### config.mk
export PLATFORM = sky130hd
export DESIGN_NAME = conv_load_sequencer_flat
export DESIGN_NICKNAME = d
export VERILOG_FILES = /design/src/rtl/conv_load_sequencer_if.sv /design/src/rtl/conv_load_sequencer.sv /design/src/flat_wrapper.sv
export SDC_FILE = /design/constraint.sdc
export NUM_CORES = 1
export LEC_CHECK = 0
export BUFFER_PORTS_ARGS = -buffer_cell sky130_fd_sc_hd__buf_2
export CAP_MARGIN = 30
export CORE_AREA = 2 2 74 76
export CTS_CLUSTER_SIZE = 30
export DETAILED_ROUTE_END_ITERATION = 16
export DIE_AREA = 0 0 76 78
export PLACE_DENSITY = 0.67
export SYNTH_ARGS = -nofsm -noshare
export SYNTH_HDL_FRONTEND = slang
export SYNTH_SLANG_ARGS = --single-unit
### constraint.sdc
create_clock -name clk -period 6.8 [get_ports clk]
set_clock_uncertainty 0.15 [all_clocks]
set_input_delay 0 -clock clk [delete_from_list [all_inputs] [get_ports clk]]
set_output_delay 0 -clock clk [all_outputs]
set_load 0.05 [all_outputs]
### src/rtl/conv_load_sequencer_if.sv
// rtl/conv_load_sequencer_if.sv - packet handshake from the load sequencer toward the NoC injection port
interface conv_load_sequencer_if;
  logic        pkt_valid;
  logic        pkt_ready;
  logic [29:0] pkt_data;

  modport master (output pkt_valid, output pkt_data, input pkt_ready);
  modport slave  (input pkt_valid, input pkt_data, output pkt_ready);
endinterface

### src/rtl/conv_load_sequencer.sv
// rtl/conv_load_sequencer.sv - streams filter weights then per-row ifmap packets to the PE array
module conv_load_sequencer #(
  parameter int FILTER_SIZE  = 5,
  parameter int IFMAP_SIZE   = 25,
  parameter int NUM_PE       = 5,
  parameter int PE_ADDR_BASE = 0
) (
  input  logic                                         clk,
  input  logic                                         rst_n,
  input  logic                                         start,
  output logic                                         busy,
  output logic                                         done,
  output logic                                         proto_err,
  output logic [$clog2(FILTER_SIZE*FILTER_SIZE)-1:0]   w_addr,
  input  logic [7:0]                                   w_data,
  output logic [$clog2(IFMAP_SIZE)-1:0]                if_addr,
  input  logic [IFMAP_SIZE-1:0]                        if_data,
  input  logic                                         row_done,
  output logic [$clog2(IFMAP_SIZE-FILTER_SIZE+1)-1:0]  cur_row,
  conv_load_sequencer_if.master                        pkt
);

  localparam int OUTPUT_DIM = IFMAP_SIZE - FILTER_SIZE + 1;
  localparam int WA_W       = $clog2(FILTER_SIZE*FILTER_SIZE);
  localparam int IA_W       = $clog2(IFMAP_SIZE);
  localparam int ROW_W      = $clog2(OUTPUT_DIM);
  localparam int PE_W       = (NUM_PE > 1) ? $clog2(NUM_PE) : 1;
  localparam int K_W        = $clog2(FILTER_SIZE + 2);

  typedef enum logic [2:0] {
    IDLE, W_RD0, W_RD1, W_PKT, I_RD, I_PKT, ROW_WAIT, DONE
  } state_t;

  state_t           state, state_nxt;
  logic [PE_W-1:0]  pe, pe_nxt;
  logic [K_W-1:0]   k, k_nxt;
  logic [ROW_W-1:0] row, row_nxt;
  logic [7:0]       w_lo, w_lo_nxt;
  logic [7:0]       w_hi;
  logic [24:0]      in_field;
  logic [3:0]       dest;
  logic             pkt_valid_q;
  logic             proto_err_q;
  logic             hs;

  assign hs            = pkt_valid_q && pkt.pkt_ready;
  assign pkt.pkt_valid = pkt_valid_q;
  assign proto_err     = proto_err_q;
  assign cur_row       = row;
  assign busy          = (state != IDLE);
  assign done          = (state == DONE);

  always_ff @(posedge clk or negedge rst_n) begin
    if (!rst_n) begin
      state       <= IDLE;
      pe          <= '0;
      k           <= '0;
      row         <= '0;
      w_lo        <= '0;
      pkt_valid_q <= 1'b0;
      proto_err_q <= 1'b0;
    end else begin
      state       <= state_nxt;
      pe          <= pe_nxt;
      k           <= k_nxt;
      row         <= row_nxt;
      w_lo        <= w_lo_nxt;
      pkt_valid_q <= (state_nxt == W_PKT) || (state_nxt == I_PKT);
      // A misplaced row_done in the same cycle as start still counts as an error
      if (row_done && state != ROW_WAIT)
        proto_err_q <= 1'b1;
      else if (state == IDLE && start)
        proto_err_q <= 1'b0;
    end
  end

  always_comb begin
    state_nxt = state;
    pe_nxt    = pe;
    k_nxt     = k;
    row_nxt   = row;
    w_lo_nxt  = w_lo;
    case (state)
      IDLE: begin
        if (start) begin
          pe_nxt    = '0;
          k_nxt     = '0;
          row_nxt   = '0;
          state_nxt = W_RD0;
        end
      end
      W_RD0: state_nxt = W_RD1;
      W_RD1: begin
        w_lo_nxt  = w_data;
        state_nxt = W_PKT;
      end
      W_PKT: begin
        if (hs) begin
          if (int'(k) + 2 >= FILTER_SIZE) begin
            k_nxt = '0;
            if (int'(pe) == NUM_PE - 1) begin
              pe_nxt    = '0;
              state_nxt = I_RD;
            end else begin
              pe_nxt    = pe + PE_W'(1);
              state_nxt = W_RD0;
            end
          end else begin
            k_nxt     = K_W'(int'(k) + 2);
            state_nxt = W_RD0;
          end
        end
      end
      I_RD: state_nxt = I_PKT;
      I_PKT: begin
        if (hs) begin
          if (int'(pe) == NUM_PE - 1) begin
            pe_nxt    = '0;
            state_nxt = ROW_WAIT;
          end else begin
            pe_nxt    = pe + PE_W'(1);
            state_nxt = I_RD;
          end
        end
      end
      ROW_WAIT: begin
        if (row_done) begin
          if (int'(row) == OUTPUT_DIM - 1) begin
            state_nxt = DONE;
          end else begin
            row_nxt   = row + ROW_W'(1);
            state_nxt = I_RD;
          end
        end
      end
      DONE:    state_nxt = IDLE;
      default: state_nxt = IDLE;
    endcase
  end

  // Addresses are held through the packet states so the synchronous memories
  // keep presenting the same word while the NoC stalls.
  always_comb begin
    w_addr       = '0;
    if_addr      = '0;
    pkt.pkt_data = '0;
    w_hi         = (int'(k) + 1 >= FILTER_SIZE) ? 8'h00 : w_data;
    in_field     = '0;
    in_field[IFMAP_SIZE-1:0] = if_data;
    dest         = 4'(PE_ADDR_BASE + int'(pe));
    case (state)
      W_RD0: w_addr = WA_W'(int'(pe) * FILTER_SIZE + int'(k));
      W_RD1: w_addr = WA_W'(int'(pe) * FILTER_SIZE + int'(k) + 1);
      W_PKT: begin
        w_addr       = WA_W'(int'(pe) * FILTER_SIZE + int'(k) + 1);
        pkt.pkt_data = {dest, 1'b0, 9'h000, w_hi, w_lo};
      end
      I_RD:  if_addr = IA_W'(int'(row) + int'(pe));
      I_PKT: begin
        if_addr      = IA_W'(int'(row) + int'(pe));
        pkt.pkt_data = {dest, 1'b1, in_field};
      end
      default: ;
    endcase
  end

endmodule

### src/flat_wrapper.sv
// flat-port wrapper written by rule: the top's interface ports become plain ports
module conv_load_sequencer_flat 
#(
  parameter int FILTER_SIZE  = 5,
  parameter int IFMAP_SIZE   = 25,
  parameter int NUM_PE       = 5,
  parameter int PE_ADDR_BASE = 0
)
  (clk, rst_n, start, busy, done, proto_err, w_addr, w_data, if_addr, if_data, row_done, cur_row, pkt_pkt_valid, pkt_pkt_data, pkt_pkt_ready);
  conv_load_sequencer_if pkt_i ();
  input  logic clk;
  input  logic rst_n;
  input  logic start;
  output logic busy;
  output logic done;
  output logic proto_err;
  output logic [$clog2(FILTER_SIZE*FILTER_SIZE)-1:0] w_addr;
  input  logic [7:0] w_data;
  output logic [$clog2(IFMAP_SIZE)-1:0] if_addr;
  input  logic [IFMAP_SIZE-1:0] if_data;
  input  logic row_done;
  output logic [$clog2(IFMAP_SIZE-FILTER_SIZE+1)-1:0] cur_row;
  output wire logic [$bits(pkt_i.pkt_valid)-1:0] pkt_pkt_valid;
  output wire logic [$bits(pkt_i.pkt_data)-1:0] pkt_pkt_data;
  input wire logic [$bits(pkt_i.pkt_ready)-1:0] pkt_pkt_ready;
  assign pkt_pkt_valid = pkt_i.pkt_valid;
  assign pkt_pkt_data = pkt_i.pkt_data;
  assign pkt_i.pkt_ready = pkt_pkt_ready;
  conv_load_sequencer #(.FILTER_SIZE(FILTER_SIZE), .IFMAP_SIZE(IFMAP_SIZE), .NUM_PE(NUM_PE), .PE_ADDR_BASE(PE_ADDR_BASE)) u_core (.clk(clk), .rst_n(rst_n), .start(start), .busy(busy), .done(done), .proto_err(proto_err), .w_addr(w_addr), .w_data(w_data), .if_addr(if_addr), .if_data(if_data), .row_done(row_done), .cur_row(cur_row), .pkt(pkt_i));
endmodule
==> results of run 1 <==
-- cell usage after synthesis (all sizes together) (2+ instances only) --
library cell / n
nor3b: 2
and3: 12
ha: 19
or3: 2
and2: 6
o22a: 2
nand4: 3
a21o: 3
a31oi: 2
clkbuf: 3
o41ai: 2
a22oi: 2
mux2: 8
nand2b: 3
xnor2: 4
fa: 2
nor2b: 3
a21oi: 7
a22o: 18
nor2: 16
nand3: 7
a21boi: 2
nand2: 8
xor2: 3
inv: 13
o21ai: 5
dfrtp: 23
mux2i: 3
buf: 9
nor4: 2
and4b: 2
-- registers in the layout (all words and copies together) (netlist names) --
register / cells
u_core.w_lo: 8
u_core.cur_row: 5
u_core.pe: 3
u_core.state: 3
u_core.k: 2
u_core.pkt.pkt_valid: 1
u_core.proto_err: 1
-- power breakdown --
group | switching (W) | internal (W) | total [W]
sequential | 0.000100 | 0.000191 | 0.000291
clock | 0.0000455 | 0.0000410 | 0.0000864
combinational | 0.000634 | 0.000309 | 0.000943
total | 0.000779 | 0.000541 | 0.00132
-- routing by layer --
layer,track usage,vias up,routed length [µm]
li1,-,951,-
met2,0.302,74,2340
met5,0,-,0
met3,0.0419,2,355
met1,0.229,872,2280
met4,0.0218,0,10
-- worst min-delay path by stage --
stage / from / endpoint / slack, ns / depth (start not counted)
floorplan: rst_n / u_core.cur_row[0] / -0.45 / 0
CTS: rst_n / u_core.pe[0] / 0.12 / 2
finish: rst_n / u_core.k[2] / 0.1 / 2
global route: rst_n / u_core.k[2] / 0.16 / 2
global placement: rst_n / u_core.k[2] / -0.14 / 1
detailed placement: rst_n / u_core.k[2] / -0.14 / 1
-- what timing repair did --
action,4_1_cts,5_1_grt
hold buffers,12,0
endpoints found under the hold margin,35,0
resized for setup,0,0
setup endpoints to repair,0,0
-- area by class of cell --
type                    instances  area (µm²)  share of cell area
clock buffers                   3        41.3              0.0159
clock inverters                 1        5.00             0.00192
inverters                      13        48.8              0.0187
multi-input cells             163        1300               0.499
flip-flops and latches         23         576               0.221
well taps                      70        87.6              0.0337
repair buffers                 97         546               0.210
-- cells by family after synthesis --
| group | Yosys count |
|---|---|
| fa+ha+maj | 21 |
| simple gates | 71 |
| flops | 23 |
| mux | 11 |
| buf+inv | 25 |
| compound gates | 51 |
| xor+xnor | 7 |
| other cells | 1 |
-- worst max-delay path: stages, from the launching register on --
cell and delay [ns]:
dfrtp_1 0.49, ha_1 0.34, ha_1 0.30, inv_1 0.06, fa_1 0.43, xnor2_1 0.17
nor3b_1 0.17, a2111oi_0 0.38, a41o_1 0.13, buf_2 0.25
-- cells in the final DEF, fill, tap and decap left out, drive strengths merged, types with 3 or more instances in the layout --
master	netlist	final
xnor2	4	4
nand2	8	8
mux2i	3	3
nor2	16	16
clkbuf	3	3
buf	9	85
o21ai	5	5
nor2b	3	3
nand2b	3	3
a22o	18	18
a21oi	7	7
xor2	3	3
a21o	3	3
and2	6	6
nand4	3	3
nand3	7	7
dfrtp	23	23
and3	12	12
ha	19	19
dlygate4sd3	0	12
mux2	8	8
inv	13	13
-- metrics by stage --
stage / worst slack [ns] / total power (W) / utilization
floorplan: 3.72 / 0.00105 / -
global placement: 4.02 / 0.00122 / 0.483
detailed placement: 3.97 / 0.00123 / 0.483
CTS: 3.65 / 0.00133 / 0.516
global route: 3.42 / 0.00143 / 0.516
finish: 3.65 / 0.00132 / 0.516
==> run metrics, run 1 <==
first-pass GRT wire length between 8000 and 9000 µm; crit-path max FO 8; R2R cell count 4; initial cell density of the core 0.395; crit start category flip-flop; antenna-violating nets left 0; synth unique cells 53; Die Ht a little under 80 µm; # DRC 0; actual slew at the worst max-slew pin roughly 0.86 ns; area leader, netlist dfrtp_1; PD cells between 500 and 600 nW/µm²; Seq cells post-synth 23; Design Area, Final about 2600 µm²; leakage power ~1.4 nW; worst reg2reg setup slack 4.58 ns; CTS tree yes; # port buffers 85; cell count after synthesis 210; Area Growth Syn to Fin 30.7%; RR Endpoint u_core.k[1]; Setup crit end w_addr[4]; clock sinks 23; hold_ws ~0.095 ns; Post-Synth XOR/XNOR Area 0.0308; Simple-Gate Fraction of Synth Area 0.215; WP data required 6.65 ns; final setup vio count 0; multiplexer share of the synthesized area 0.0603; Worst-Skew Late Latency 0.27 ns; Placed Area ~2400 µm²; Setup TNS 0 ns; Worst slew margin 0.427; Hold WC Path Type input pin to async pin; vias per std cell slightly above 5; r2r startpoint u_core.state[0]; share of cells above drive strength 1 0.350; Die Width about 76 µm; die footprint 5930 µm²; max_cap viols 0; prevailing post-synth register cell dfrtp_1; row count 26; Post-synth EDFFs 0; post-synthesis async set-or-reset flop share 1.00; setup repair bufs after CTS 0; number of global-route vias before repair about 1.8k; clock root cell clkbuf_8; status finished clean; Synth Area in Adders 0.139; unrepaired setup endpoints after global routing no; average instance area after synthesis about 9.5 µm²; Layout Nets 360; top cells by area, synth dfrtp_1, ha_1, a22o_1; Filler Cell Count between 400 and 500; DR vias ~1.9k; hold violation total from the final report 0; register area share after synthesis 0.289; TritonRoute pass-1 iters 4; Clock Tree Buf Depth 2; maximum VDD drop ~0.00029 V; Final Routed Wirelength ~5000 µm; GRT Residual Overflow 0; fmax around 320 MHz; crit path time final about 3.1 ns; WS Path Type flip-flop to output port; total track usage 0.175; number of DRC violations after detailed-routing iteration 0 108; Core Region between 5000 and 6000 µm²; CTS Buf Count 3; largest net degree at the start of global routing 29; CTS clock-pin slew for the worst setup and hold paths approximately 0.09 ns; critical path startpoint u_core.pe[0]; Yosys top cell area share 0.289; initial antenna violation count 0; H-tree levels 1; post-synthesis compound-gate area fraction 0.203; Routed WL per cell 13.5 µm; HPWL Detailed approximately 3600 µm; Arr. time, crit path around 3.0 ns; Post-Place Cells 354; CP endpoint kind output port; post-route insts no fill 370; fin. max-slew vios 0; IO Count 87; Tcrit/Tclk final 0.463; diodes inserted 0; Synth Warn # 0; Cell Area, Synth 1990 µm²; largest family of logic cells by synthesized area simple AND/OR/NAND/NOR gates; Placer Congestion roughly 0.77
Power figures use the tool's default switching activity.
==> inputs of run 2 (changes only) <==
Clock period 6.8 ns to 2.9 ns, I/O delays scaled along.
==> run metrics, run 2 (same netlist as run 1, synthesis figures left out) <==
CTS tree yes; hold violation total from the final report 0; H-tree levels 1; share of cells above drive strength 1 0.381; total track usage 0.170; Hold WC Path Type input pin to async pin; clock root cell clkbuf_8; Setup TNS 0 ns; Worst path top cell family by delay adder cells; Clock Tree Buf Depth 2; PD cells 1220 nW/µm²; WS Path Type flip-flop to output port; # port buffers between 80 and 90; post-route insts no fill 377; hold_ws 0.0827 ns; crit-path max FO 3; CTS Buf Count 3; Worst-Skew Late Latency 0.27 ns; fmax 364 MHz; most used cell, CP ha_1; DR vias approximately 1.9k; maximum VDD drop 0.000804 V; status finished clean; IO Count between 80 and 90; Post-Place Cells between 300 and 400; antenna-violating nets left 0; leakage power 1.44 nW; number of DRC violations after detailed-routing iteration 0 76; Core Region approximately 5000 µm²; vias per std cell approximately 5.1; Util after Layout 0.534; TritonRoute pass-1 iters 4; die footprint 5930 µm²; actual slew at the worst max-slew pin just under 0.9 ns; setup repair bufs after CTS 0; largest register by flop count u_core.w_lo; crit path time final ~2.7 ns; Area Growth Syn to Fin 35.2%; Buf/Inv on CP 1; Tcrit/Tclk final 0.948; most used cells in the layout excluding fill and tap cells buf_2, dfrtp_1, ha_1; Filler Cell Count approximately 460; Placer Congestion around 0.85; slowest stage delay, CP 0.41 ns; slowest cell on the critical path a2111oi_2; initial antenna violation count 0; Largest register FFs 8; largest net degree at the start of global routing 29; Die Width between 70 and 80 µm; first-pass GRT wire length 8190 µm; max_cap viols 0; CP cell instances ha_1 > ha_1 > ha_1 > a21oi_1 > nand3_1 > a2111oi_2 > a41o_1 > buf_4; crit start category flip-flop; clock sinks 23; Worst slew margin 0.417; Arr. time, crit path 2.60 ns; Die Ht between 70 and 80 µm; CTS clock-pin slew for the worst setup and hold paths roughly 0.090 ns; row count 26; GRT Residual Overflow 0; final setup vio count 0; CP endpoint kind output port; fin. max-slew vios 0; # DRC 0; WP data required approximately 2.8 ns; diodes inserted 0; Final Routed Wirelength 5060 µm; HPWL Detailed between 3000 and 4000 µm; initial cell density of the core 0.395; number of global-route vias before repair around 1.7k; Routed WL per cell between 10 and 15 µm; commonest non-fill, non-tap cell in the layout buf_2; Layout Nets around 370
run 2: power by group:
part	internal [W]	total [W]	switching, W
clock	0.0000961	0.000205	0.000109
sequential	0.000448	0.000645	0.000198
combinational	0.000852	0.00242	0.00157
run 2: worst register-to-register path, cell delays in order (launching register included):
cell and delay, ns:
dfrtp_1 0.71, nor4b_4 0.55, a21oi_2 0.14, or3_1 0.37, a21oi_1 0.14
run 2: layer usage:
layer | wire length (µm) | up-vias | global-route usage
met4 | 45 | 0 | 0.0436
met1 | 2220 | 868 | 0.211
met5 | 0 | - | 0
li1 | - | 964 | -
met3 | 270 | 5 | 0.0221
met2 | 2520 | 71 | 0.311
run 2: worst paths after layout:
path | to | slack [ns] | from | depth (start not counted)
worst max register to register | u_core.cur_row[3] | 0.78 | u_core.state[0] | 4
min in group clk | pkt_pkt_data[9] | 0.28 | if_data[9] | 3
worst min-delay path | u_core.cur_row[3] | 0.08 | rst_n | 2
max in group asynchronous | u_core.w_lo[6] | 2.15 | rst_n | 2
worst min register to register | u_core.w_lo[5] | 0.36 | u_core.w_lo[5] | 1
worst max-delay path | w_addr[4] | 0.15 | u_core.pe[0] | 8
run 2: repair_timing:
item / 4_1_cts / 5_1_grt
resized for setup: 1 / 8
endpoints found under the hold margin: 34 / 0
endpoints found under the setup margin: 1 / 2
hold buffers: 12 / 0
pin swaps: 1 / 1
run 2: stage by stage:
stage                     cell area [µm²]  power, W  worst slack [ns]
after floorplan                      2000   0.00248            0.0577
after global placement               2490   0.00295             0.293
after detailed placement             2490   0.00297             0.228
after CTS                            2660   0.00321            0.0134
after global routing                 2690   0.00351           -0.0441
final                                2690   0.00327             0.152
run 2: layout make-up:
type	instances	area, µm²	share of cell area
clock buffers	3	41.3	0.0153
flip-flops and latches	23	576	0.214
well taps	70	87.6	0.0325
repair buffers	104	603	0.224
multi-input cells	163	1330	0.494
inverters	13	48.8	0.0181
clock inverters	1	5.00	0.00186
